`config.mk`:
```
export PLATFORM = sky130hd
export DESIGN_NAME = quad_step_decoder
export DESIGN_NICKNAME = d
export VERILOG_FILES = /design/src/rtl/quad_step_decoder.sv
export SDC_FILE = /design/constraint.sdc
export NUM_CORES = 1
export LEC_CHECK = 0
export CAP_MARGIN = 15
export CORE_UTILIZATION = 35
export CTS_CLUSTER_SIZE = 25
export DETAILED_ROUTE_END_ITERATION = 10
export HOLD_SLACK_MARGIN = 0.15
export PLACE_DENSITY = 0.59
export SLEW_MARGIN = 20
export SYNTH_ARGS = -nofsm -noshare
export SYNTH_HDL_FRONTEND = slang
export SYNTH_SLANG_ARGS = --single-unit
```
`constraint.sdc`:
```
create_clock -name clk -period 6.7 [get_ports clk]
set_clock_uncertainty 0.1 [all_clocks]
set_input_delay 1.34 -clock clk [delete_from_list [all_inputs] [get_ports clk]]
set_output_delay 1.34 -clock clk [all_outputs]
set_load 0.01 [all_outputs]
```
`src/rtl/quad_step_decoder.sv`:
```
// Quadrature A/B decoder: 2-flop sync, stability filter, Gray decode to step strobes, wrapping position, sticky err.
// Latency: 2+FILTER clk edges from the first sample of a new A/B value to the registered outputs.
// Backpressure: none; encoder motion faster than one step per FILTER+1 cycles skips states and raises err.
module quad_step_decoder #(
   parameter int WIDTH  = 4,
   parameter int FILTER = 2
) (
   input  logic             clk,
   input  logic             rst,
   input  logic             a_in,
   input  logic             b_in,
   input  logic             clear,
   output logic             step_en,
   output logic             step_up,
   output logic [WIDTH-1:0] position,
   output logic             wrap,
   output logic             err
);

   localparam logic [4:0]       LP_FILTER = 5'(FILTER);
   localparam logic [WIDTH-1:0] LP_ONE    = WIDTH'(1);
   localparam logic [WIDTH-1:0] LP_MAX    = '1;

   // Gray position of an {A,B} pair along the forward sequence 00,01,11,10
   function automatic logic [1:0] f_gray_idx(input logic [1:0] i_ab);
      f_gray_idx = {i_ab[1], i_ab[1] ^ i_ab[0]};
   endfunction

   logic             r_a_s1, r_a_s2, r_b_s1, r_b_s2;
   logic [1:0]       r_cand;
   logic [3:0]       r_cnt;
   logic [1:0]       r_filt;
   logic             r_init;
   logic             r_step_en, r_step_up, r_wrap, r_err;
   logic [WIDTH-1:0] r_pos;

   logic [1:0]       w_pair;
   logic [1:0]       w_cand_nxt;
   logic [3:0]       w_cnt_nxt;
   logic             w_accept;
   logic [1:0]       w_delta;
   logic             w_fwd, w_rev, w_ill;
   logic [WIDTH-1:0] w_pos_nxt;
   logic             w_wrap_nxt;

   assign w_pair = {r_a_s2, r_b_s2};

   // Two-flop synchronizers for the asynchronous encoder phases
   always_ff @(posedge clk) begin
      if (!rst) begin
         r_a_s1 <= 1'b0;
         r_a_s2 <= 1'b0;
         r_b_s1 <= 1'b0;
         r_b_s2 <= 1'b0;
      end else begin
         r_a_s1 <= a_in;
         r_a_s2 <= r_a_s1;
         r_b_s1 <= b_in;
         r_b_s2 <= r_b_s1;
      end
   end

   // Filter next state: reload on change, else count stable cycles; accept once the
   // synchronized pair has been seen FILTER edges in a row (including this one)
   always_comb begin
      w_cand_nxt = r_cand;
      w_cnt_nxt  = r_cnt;
      if (w_pair != r_cand) begin
         w_cand_nxt = w_pair;
         w_cnt_nxt  = 4'd0;
      end else if (r_cnt != 4'hF) begin
         w_cnt_nxt  = r_cnt + 4'd1;
      end
      w_accept = (({1'b0, w_cnt_nxt} + 5'd1) >= LP_FILTER) && (w_cand_nxt != r_filt);
   end

   // Decode the accepted transition; the first accepted state after reset only primes r_filt
   always_comb begin
      w_delta    = f_gray_idx(w_cand_nxt) - f_gray_idx(r_filt);
      w_fwd      = w_accept && r_init && (w_delta == 2'd1);
      w_rev      = w_accept && r_init && (w_delta == 2'd3);
      w_ill      = w_accept && r_init && (w_delta == 2'd2);
      w_pos_nxt  = r_pos;
      if (clear)
         w_pos_nxt = '0;
      else if (w_fwd)
         w_pos_nxt = r_pos + LP_ONE;
      else if (w_rev)
         w_pos_nxt = r_pos - LP_ONE;
      w_wrap_nxt = !clear && ((w_fwd && (r_pos == LP_MAX)) || (w_rev && (r_pos == '0)));
   end

   // Filter and decode state registers
   always_ff @(posedge clk) begin
      if (!rst) begin
         r_cand <= 2'b00;
         r_cnt  <= 4'd0;
         r_filt <= 2'b00;
         r_init <= 1'b0;
      end else begin
         r_cand <= w_cand_nxt;
         r_cnt  <= w_cnt_nxt;
         if (w_accept) begin
            r_filt <= w_cand_nxt;
            r_init <= 1'b1;
         end
      end
   end

   // Registered outputs; clear wins over a same-cycle step or illegal transition
   always_ff @(posedge clk) begin
      if (!rst) begin
         r_step_en <= 1'b0;
         r_step_up <= 1'b0;
         r_pos     <= '0;
         r_wrap    <= 1'b0;
         r_err     <= 1'b0;
      end else begin
         r_step_en <= w_fwd || w_rev;
         if (w_fwd || w_rev)
            r_step_up <= w_fwd;
         r_pos  <= w_pos_nxt;
         r_wrap <= w_wrap_nxt;
         if (clear)
            r_err <= 1'b0;
         else if (w_ill)
            r_err <= 1'b1;
      end
   end

   assign step_en  = r_step_en;
   assign step_up  = r_step_up;
   assign position = r_pos;
   assign wrap     = r_wrap;
   assign err      = r_err;

endmodule

```
# Word-level counts from Yosys, hierarchy flattened
# Cells that the tools add are included.
# word_totals
reg_bits	21
latch_bits	0
ramBits	0
romBits	0
out_inout_bits	8
elab_cells	48
memories	0
# op_classes
add_sub_neg	5
multipliers	0
n_div	0
n_lt_le_gt_ge	1
n_eq_ne	7
shifts	0
muxes	5
n_bitwise	3
reduce_logical	14
# op_table
op	count
2-to-1 mux 4 bit	4
adder 4 x 1 -> 4 bit (second input constant)	2
logical AND 1 bit	8
adder 4 x 1 -> 5 bit (second input constant)	1
greater-or-equal comparator 5 x 2 -> 1 bit (second input constant)	1
equality test 2 bit (second input constant)	2
equality test 4 bit (second input constant)	1
logical NOT 4 bit	1
inequality test 2 bit	2
inequality test 4 bit (second input constant)	1
subtractor 4 x 1 -> 4 bit (second input constant)	1
equality test 2 x 1 -> 1 bit (second input constant)	1
logical OR 1 bit	2
2-to-1 mux 2 bit	1
nonzero test 2 bit	1
OR reduction 2 bit	1
subtractor 2 bit	1
bitwise XOR 1 bit	2
logical NOT 1 bit	1
inverter 1 bit	1

# Longest topological paths before layout
# Gate-level depths: netlist of the first run.
# logic_depth
ltp_word	11
mapped_depth	19

# Worst setup path after synthesis of the first run
# OpenSTA, ideal clock, no wires.
# synth_timing
kind	register to register
startpoint	reg r_cnt[0]
endpoint	reg r_pos[3] (netlist: position[3])
arrival_ns	3.556
required_ns	6.541
setup_slack_ns	2.985
path_stages_with_launch	20
path_buffers	1
synth_period_minus_slack_ns	3.715
cell_sequence	dfxtp_1 -> ha_1 -> nand3_1 -> mux2i_1 -> nor3_1 -> inv_1 -> ha_1 -> nor3b_1 -> o21ai_0 -> o21a_2 -> and3_1 -> buf_4 -> nand2b_1 -> ha_1 -> a21o_1 -> a21oi_1 -> xnor2_1 -> nand2_1 -> or4_1 -> nand2_1
# synth_via
elab_chain_cells	9
# synth_lines
element	line	text
from (decl)	31	logic [3:0] r_cnt;
from (signal assigned)	102	r_cnt <= w_cnt_nxt;
adder 4 x 1 -> 4 bit or inequality test 4 bit (tied branches)	72, 71	
2-to-1 mux 4 bit (*)	71	end else if (r_cnt != 4'hF) begin
2-to-1 mux 4 bit (*)	68	if (w_pair != r_cand) begin
named net w_cnt_nxt[1]	39	logic [3:0] w_cnt_nxt;
adder 4 x 1 -> 5 bit (*)	74	w_accept = (({1'b0, w_cnt_nxt} + 5'd1) >= LP_FILTER) && (w_cand_nxt != r_filt);
greater-or-equal comparator 5 x 2 -> 1 bit (*)	74	
logical AND 1 bit (*)	74	
logical AND 1 bit (*)	80, 81	
logical AND 1 bit, on equally long branches	80, 81	
2-to-1 mux 4 bit or nonzero test 2 bit (tied branches)	--	
to (signal assigned)	122	r_pos <= w_pos_nxt;
to (decl)	35	logic [WIDTH-1:0] r_pos;
# The timed path passes the listed nets; every way through them passes the cells marked *.
# A chain may end at the register's enable or synchronous reset.

# Final worst setup path of the first run
# Ends and elaborated chain as after synthesis.

==> metrics.cfg, run 1 <==
[clock_tree]
cts_tree = yes
post_cts_resized = 0
cts_buffer_depth = 2
clkTransAtPathRegs_ns = 0.12
numCtsBuffers = 3
cts.htree.levels = 1
clock_latency_ns = 0.30
clk_root_buffer_cell = clkbuf_4
cts_setup_buffers = 0
cts_num_sinks = 21
cts_hold_buf = 0

[route]
finalWirelength_um = 1880
drt_pass1_iterations = 4
num_vias = 800
drt_iter0_drc = 29
drc = 0
detail-route-antenna-nets = 0
avgRoutedWirePerCell_um = 11.0
vias_per_cell = 4.71

[place]
dp_hpwl_um = 1450
dpl-instance-area_mm2 = 0.00127
dp.cells = 166
place.gp.congestion = 0.716
pre_cts_ws_ns = 2.57
portBuffers = 12

[floorplanning]
dieArea_mm2 = 0.00340
core_area_mm2 = 0.00303
die_w_um = 58.3
die_y_um = 58.3
start_util = 0.366
num_rows = 20
pin_count = 13

[logic_synthesis]
synth.area.top_cells = dfxtp_1, ha_1, xor2_2
synth_common_cells = dfxtp_1, nor2_1, nand2_1, and2_1, ha_1
yosys_warnings = 0
synth_nets = 124
synth_cells = 112
ys_async_sr_fraction = 0
ys_types = 40
synth_edf_count = 0
synth_area_mm2 = 0.00111
synth.most_common_cell = dfxtp_1
yosysTopAreaCell = dfxtp_1
synth_top_area_share = 0.379
ys_seq_area_frac = 0.379
ys.flop_type = dfxtp_1
avgSynthCellArea_um2 = 9.90
synth_seq_cells = 21

[sta]
worstMarginPinSlew_ns = 0.450
min_period_ns = 4.12
finalMaxSlewViolations = 0
setup_viol = 0
finalCritPeriodShare = 0.615
setup_slack_ns = 2.58
relSlewSlack = 0.699
rsz0062_at_grt = false
hold_violations = 0
fmax_mhz = 243
setup-tns-final_ns = 0

[worst_setup_path]
crit_type = reg2reg
worstSetupEndpointType = register
crit_required_ns = 6.86
r2r_cells = 18
cp_top_family = simple AND/OR/NAND/NOR gates
cp.arrival_ns = 4.28
crit_path_frequent_cell = ha_1
rrSetupSlack_ns = 2.58
slowest_stage = dfxtp_1
startpoint_type = register
worstPathBufferInverterCount = 1
max_stage_delay_ns = 0.44
worst-path-stages = 18
cp_cell_sequence = ha_1 > nand3_1 > mux2i_1 > nor3_1 > inv_1 > ha_1 > nor3b_1 > o21ai_0 > o21a_2 > and3_1 > nand2b_1 > ha_1 > a21o_1 > a21oi_1 > xnor2_1 > nand2_1 > or4_1 > nand2_1
crit_fanout = 9

[global_route]
grt_pass1_wl_um = 3330
grt_use_total = 0.129
grt_max_degree = 17
antenna_found_initial = 0
globalRouteOverflowTotal = 0
grt_pass1_vias = 792

[min_path]
holdPathStages = 1
hold_path_class = reg2reg

[finish]
utilization = 0.429
fin_area_mm2 = 0.00130
area_delta_synth_final_pct = 17.2
fillers = 314
diodes = 0
drive_above_1_share = 0.127
layout.nets = 139
layoutNonFillerInstCount = 170

[pwr]
ir_drop_mv = 0.109
leakage_nw = 0.523
powerDensity_mw_per_mm2 = 190

[run_status]
status = finished, final reports clean

[flow_run]
max_cap_violations = 0

## worst reg2reg max path, delay by kind of cell, from the launching register on
kind	cells	cell delay (ns)
adders and majority gates	3	0.78
xor gates and xnor gates	1	0.13
buffers and inverters	1	0.08
DFF	1	0.44
AOI/OAI and AO/OA	4	0.72
and+or+nand+nor	8	1.68
muxes	1	0.16
## report_power, final
group | switching [W] | total (W) | internal, W
sequential | 0.00000487 | 0.000135 | 0.000130
combinational | 0.0000278 | 0.0000510 | 0.0000231
clock | 0.0000376 | 0.0000608 | 0.0000232
total | 0.0000703 | 0.000247 | 0.000176
## worst paths after layout
check / startpoint / end
setup / recovery: r_cnt[0] / position[3]
hold / removal: r_a_s1 / r_a_s2
setup reg to reg: r_cnt[0] / position[3]
hold reg to reg: r_a_s1 / r_a_s2
## kinds of logic after synthesis
family                   count (synthesis)  synth area share
flip-flops                              21             0.379
XOR/XNOR                                11             0.114
adder cells (fa/ha/maj)                  7            0.0858
multiplexers                             3            0.0316
buffers and inverters                    3            0.0135
AO/OA/AOI/OAI                           15             0.115
AND/OR/NAND/NOR                         52             0.261
## final cells by class
type | count | area, um^2 | share of cell area
multi-input combinational | 88 | 673 | 0.518
sequential | 21 | 420 | 0.324
timing repair buffer | 12 | 120 | 0.0925
tap | 44 | 55.1 | 0.0424
clock buffer | 4 | 26.3 | 0.0202
inverter | 1 | 3.75 | 0.00289
## state kept, by name, indices dropped and copies added, names as in the netlist, 2 cells and up
name and flops:
position 4, r_filt 2, r_cnt 4, r_cand 2
## metrics by stage
stage	hold WS, ns	power, W
3_3_place_gp	0.318	0.000187
3_5_place_dp	0.325	0.000189
4_1_cts	0.355	0.000250
6_report	0.347	0.000247
5_1_grt	0.383	0.000262
2_1_floorplan	0.312	0.000177
## layer usage
| layer | GRT usage | wire (um) | vias up |
|---|---|---|---|
| li1 | - | - | 409 |
| met1 | 0.170 | 890 | 372 |
| met2 | 0.210 | 899 | 15 |
| met3 | 0.0201 | 64 | 4 |
| met4 | 0.0510 | 23 | 0 |
| met5 | 0 | 0 | - |
## cells in the final DEF, fill, tap and decap left out, types with 2 or more instances in the layout
cell	Yosys	routed
clkbuf_4	0	3
o21a_1	2	2
nand2b_1	3	3
nand2_1	8	8
a21boi_1	2	2
xor2_2	4	4
and3_1	2	2
xor2_1	2	2
and2_1	7	7
ha_1	6	6
mux2i_1	2	2
nor3_1	5	5
o21ai_0	3	3
dfxtp_1	21	21
and3b_1	2	2
xnor2_1	5	5
nand3_1	4	4
nor2b_1	2	2
clkdlybuf4s50_1	0	12
nor2_1	10	10
No activity file was read; power rests on OpenSTA's default activity.
==> run 2, diff against run 1 <==
clock period = 3.81 ns   (was 6.7 ns; I/O delays follow)
==> run 2 against run 1 <==
Via count is 4.1% higher. Routed wire length is 4.8% higher. First-iteration DRC count is 55% lower. Largest cell class unchanged.
==> metrics.cfg, run 2 (synthesis results as in run 1) <==
[run_status]
status = finished, final reports clean

[worst_setup_path]
cp.arrival_ns = 3.77  ; -0.51 ns
r2r_cells = 18  ; unchanged
rrSetupSlack_ns = 0.20  ; -2.39 ns
cp-endpoint = position[3]
critPathLaunch = r_cnt[1]
crit_fanout = 4  ; -5
crit_required_ns = 3.97  ; -2.89 ns
r2r_start = r_cnt[1]
r2r-end = position[3]
startpoint_type = register
worstSetupEndpointType = register
crit_type = reg2reg

[sta]
hold_violations = 0  ; unchanged
min_period_ns = 3.61  ; -0.504 ns
setup_viol = 0  ; unchanged
relSlewSlack = 0.776  ; +0.0772
finalCritPeriodShare = 0.949  ; +0.334
worstMarginPinSlew_ns = 0.333  ; -0.117 ns
setup-tns-final_ns = 0  ; unchanged
fmax_mhz = 277  ; +14%
finalMaxSlewViolations = 0  ; unchanged

[route]
avgRoutedWirePerCell_um = 11.2  ; +1.2%
finalWirelength_um = 1970  ; +4.8%
drt_pass1_iterations = 4  ; unchanged
vias_per_cell = 4.73  ; +0.58%
drc = 0  ; unchanged
detail-route-antenna-nets = 0  ; unchanged
drt_iter0_drc = 13  ; -55%
num_vias = 833  ; +4.1%

[clock_tree]
clkTransAtPathRegs_ns = 0.12  ; about the same
clock_latency_ns = 0.30  ; about the same
clk_root_buffer_cell = clkbuf_4
cts.htree.levels = 1  ; unchanged
cts_buffer_depth = 2  ; unchanged
numCtsBuffers = 3  ; unchanged
cts_num_sinks = 21  ; unchanged
cts_tree = yes
cts_hold_buf = 0  ; unchanged

[pwr]
ir_drop_mv = 0.184  ; +68%
powerDensity_mw_per_mm2 = 327  ; +72%
leakage_nw = 0.556  ; +6.3%

[finish]
area_delta_synth_final_pct = 23.9
layout.nets = 145  ; +4.3%
layoutNonFillerInstCount = 176  ; +3.5%
fin_area_mm2 = 0.00137  ; +5.8%
drive_above_1_share = 0.220  ; +0.0927
final_common_cell = dfxtp_1
final_cell_mix = dfxtp_1, clkdlybuf4s50_1, nor2_1, nand2_1, and2_1
utilization = 0.454  ; +0.0248
diodes = 0  ; unchanged

[place]
dp.cells = 170  ; +2.4%
place.gp.congestion = 0.745  ; +4.1%
dpl-instance-area_mm2 = 0.00130  ; +2.4%
portBuffers = 12  ; unchanged
dp_hpwl_um = 1470  ; +1.5%

[floorplanning]
dieArea_mm2 = 0.00340  ; unchanged
num_rows = 20  ; unchanged
die_y_um = 58.3  ; unchanged
core_area_mm2 = 0.00303  ; unchanged
start_util = 0.366  ; unchanged
pin_count = 13  ; unchanged
die_w_um = 58.3  ; unchanged

[flow_run]
max_cap_violations = 0  ; unchanged

[min_path]
min_from = r_a_s1
hold_path_class = reg2reg

[global_route]
grt_pass1_wl_um = 3420  ; +2.5%
grt_pass1_vias = 829  ; +4.7%
antenna_found_initial = 0  ; unchanged
grt_max_degree = 16  ; -1
globalRouteOverflowTotal = 0  ; unchanged
grt_use_total = 0.133  ; +0.00434

==> run 2: worst min-delay path by stage <==
stage,to,cells after the start
detailed placement,r_a_s2,1
CTS,r_b_s2,1
floorplan,r_a_s2,1
finish,r_a_s2,1
global placement,r_b_s2,1
global route,r_a_s2,1
==> run 2: cell type report <==
class / count / area [um^2]
clock buffer: 4 / 26.3
fill: 299 / 1650
inverter: 1 / 3.75
multi-input combinational: 88 / 701
sequential: 21 / 423
tap: 44 / 55.1
timing repair buffer: 18 / 165
==> run 2: power by group <==
part / switching [W] / total [W] / internal [W]
sequential: 0.00000702 / 0.000236 / 0.000229
clock: 0.0000681 / 0.000109 / 0.0000408
combinational: 0.0000547 / 0.000105 / 0.0000502
==> run 2: per-layer routing <==
layer | global-route usage | wire, um | vias to the layer above
met4 | 0.0612 | 36 | 0
met1 | 0.171 | 915 | 393
met2 | 0.213 | 939 | 12
met3 | 0.0290 | 77 | 5
met5 | 0 | 0 | -
li1 | - | - | 423
==> run 2: what timing repair did <==
item	in CTS	in global routing
endpoints found under the hold margin	0	0
gates resized for setup	1	7
pin swaps	0	1
setup buffers	0	2
endpoints found under the setup margin	1	1
==> run 2: stage by stage <==
stage | power [W] | hold WS (ns) | worst slack (ns)
final | 0.000450 | 0.347 | 0.196
after global routing | 0.000479 | 0.360 | -0.0594
after CTS | 0.000445 | 0.350 | 0.0281
after detailed placement | 0.000336 | 0.320 | -0.0377
after global placement | 0.000333 | 0.319 | 0.0673
after floorplan | 0.000311 | 0.312 | 0.0948
==> run 2: worst max-delay path: stages, from the launching register on <==
cell      delay [ns]
dfxtp_2         0.36
ha_2            0.20
nand3_2         0.11
mux2i_1         0.15
nor3_2          0.22
inv_1           0.07
ha_1            0.29
nor3b_4         0.18
o21ai_0         0.10
o21a_2          0.24
and3_1          0.18
nand2b_1        0.12
ha_1            0.24
a21o_1          0.19
a21oi_2         0.15
xnor2_1         0.13
nand2_1         0.08
or4_1           0.39
nand2_1         0.07
==> run 3, diff against run 2 <==
CTS_BUF_LIST = sky130_fd_sc_hd__clkbuf_16   (was unset)
clock period = 4.27 ns   (was 3.81 ns; I/O delays follow)
==> run 3 against run 2 <==
Power is 7.9% higher. Sequential power is 11% lower. Critical path type unchanged. Die area stayed put. Highest routed layer unchanged. Sequential share of layout area hardly changed. Largest cell class unchanged.
==> metrics.cfg, run 3 (synthesis results as in run 1) <==
[route]
drt_pass1_iterations = 4  ; unchanged
avgRoutedWirePerCell_um = 10.2  ; -8.8%
vias_per_cell = 4.64  ; -1.9%
finalWirelength_um = 1740  ; -11%
drc = 0  ; unchanged
drt_iter0_drc = 8  ; -5
num_vias = 794  ; -4.7%
detail-route-antenna-nets = 0  ; unchanged

[finish]
area_delta_synth_final_pct = 23.0
layoutNonFillerInstCount = 171  ; -2.8%
final_common_cell = dfxtp_1
drive_above_1_share = 0.142  ; -0.0780
layout.nets = 140  ; -3.4%
diodes = 0  ; unchanged
final_cell_mix = dfxtp_1, clkdlybuf4s50_1, nor2_1, nand2_1, and2_1

[worst_setup_path]
crit_required_ns = 4.37  ; +0.40 ns
crit_fanout = 5  ; +1
rrSetupSlack_ns = 0.46  ; +0.26 ns
crit_type = reg2reg
worstSetupEndpointType = register
startpoint_type = register
cp.arrival_ns = 3.91  ; +0.14 ns

[sta]
min_period_ns = 3.81  ; +0.199 ns
worstMarginPinSlew_ns = 0.436  ; +0.103 ns
relSlewSlack = 0.708  ; -0.0678
fmax_mhz = 262  ; -5.2%
hold_violations = 0  ; unchanged
setup_viol = 0  ; unchanged
rsz0062_at_grt = false
setup-tns-final_ns = 0  ; unchanged
finalCritPeriodShare = 0.893  ; -0.0557
finalMaxSlewViolations = 0  ; unchanged

[global_route]
grt_pass1_vias = 786  ; -5.2%
grt_max_degree = 17  ; +1
antenna_found_initial = 0  ; unchanged
globalRouteOverflowTotal = 0  ; unchanged
grt_pass1_wl_um = 3260  ; -4.5%
grt_use_total = 0.129  ; -0.00428

[pwr]
leakage_nw = 0.558  ; +0.41%
powerDensity_mw_per_mm2 = 356  ; +8.7%
ir_drop_mv = 0.154  ; -16%

[floorplanning]
dieArea_mm2 = 0.00340  ; unchanged
num_rows = 20  ; unchanged
core_area_mm2 = 0.00303  ; unchanged
start_util = 0.366  ; unchanged
pin_count = 13  ; unchanged
die_y_um = 58.3  ; unchanged
die_w_um = 58.3  ; unchanged

[place]
dp.cells = 167  ; -1.8%
dp_hpwl_um = 1350  ; -8.4%
place.gp.congestion = 0.739  ; -0.87%
portBuffers = 12  ; unchanged

[clock_tree]
cts.htree.levels = 1  ; unchanged
cts_buffer_depth = 2  ; unchanged
cts_num_sinks = 21  ; unchanged
cts_tree = yes
clkTransAtPathRegs_ns = 0.06  ; -0.06 ns
numCtsBuffers = 3  ; unchanged
clk_root_buffer_cell = clkbuf_16
clock_latency_ns = 0.25  ; -0.05 ns

[flow_run]
max_cap_violations = 0  ; unchanged

[min_path]
hold_path_class = reg2reg

[run_status]
status = finished, final reports clean

[run 3: through the flow]
step | total power [W] | setup slack (ns) | cell area, um^2 | hold slack, ns | util
6_report | 0.000485 | 0.457 | 1360 | 0.333 | 0.450
4_1_cts | 0.000493 | 0.317 | 1360 | 0.339 | 0.449
2_1_floorplan | 0.000277 | 0.555 | 1110 | 0.312 | -
3_5_place_dp | 0.000295 | 0.332 | 1280 | 0.325 | 0.423
5_1_grt | 0.000515 | 0.123 | 1360 | 0.347 | 0.450
3_3_place_gp | 0.000294 | 0.513 | 1280 | 0.316 | 0.423
[run 3: repair_timing]
| action | 4_1_cts | 5_1_grt |
|---|---|---|
| hold buffers | 0 | 0 |
| setup buffers | 0 | 0 |
| setup endpoints to repair | 0 | 1 |
| resized for setup | 0 | 1 |
| endpoints found under the hold margin | 0 | 0 |
[run 3: metal layers]
metal	up-vias	routed length, um	track usage
met4	0	43	0.0680
met3	5	73	0.0446
li1	411	-	-
met1	364	836	0.162
met5	-	0	0
met2	14	788	0.194
[run 3: final timing paths]
check / depth (start not counted) / from / end
worst min-delay path: 1 / r_a_s1 / r_a_s2
worst max register to register: 18 / r_cnt[0] / position[3]
worst max-delay path: 18 / r_cnt[0] / position[3]
worst min register to register: 1 / r_a_s1 / r_a_s2
[run 3: area by class of cell]
cell class                 instances  area, um^2
fill                             298        1660
multi-input combinational         88         678
sequential                        21         420
timing repair buffer              13         128
clock buffer                       3        75.1
tap                               44        55.1
clock inverter                     1        3.75
inverter                           1        3.75
[run 3: critical path, stage by stage, from the launching register on]
cell and delay, ns:
dfxtp_1 0.41, ha_1 0.23, nand3_1 0.14, mux2i_1 0.16, nor3_2 0.17, inv_1 0.07, ha_1 0.28, nor3b_1 0.22
o21ai_0 0.12, o21a_2 0.25, and3_1 0.18, nand2b_1 0.14, ha_1 0.25, a21o_1 0.17, a21oi_1 0.18, xnor2_1 0.14
nand2_1 0.08, or4_1 0.40, nand2_1 0.08
[run 3: power breakdown]
| group | internal [W] | total [W] | leakage (nW) | switching (W) |
|---|---|---|---|---|
| clock network | 0.000125 | 0.000195 | 0.0423 | 0.0000698 |
| logic | 0.0000366 | 0.0000793 | 0.345 | 0.0000427 |
| registers | 0.000204 | 0.000211 | 0.171 | 0.00000741 |
| total | 0.000365 | 0.000485 | 0.558 | 0.000120 |
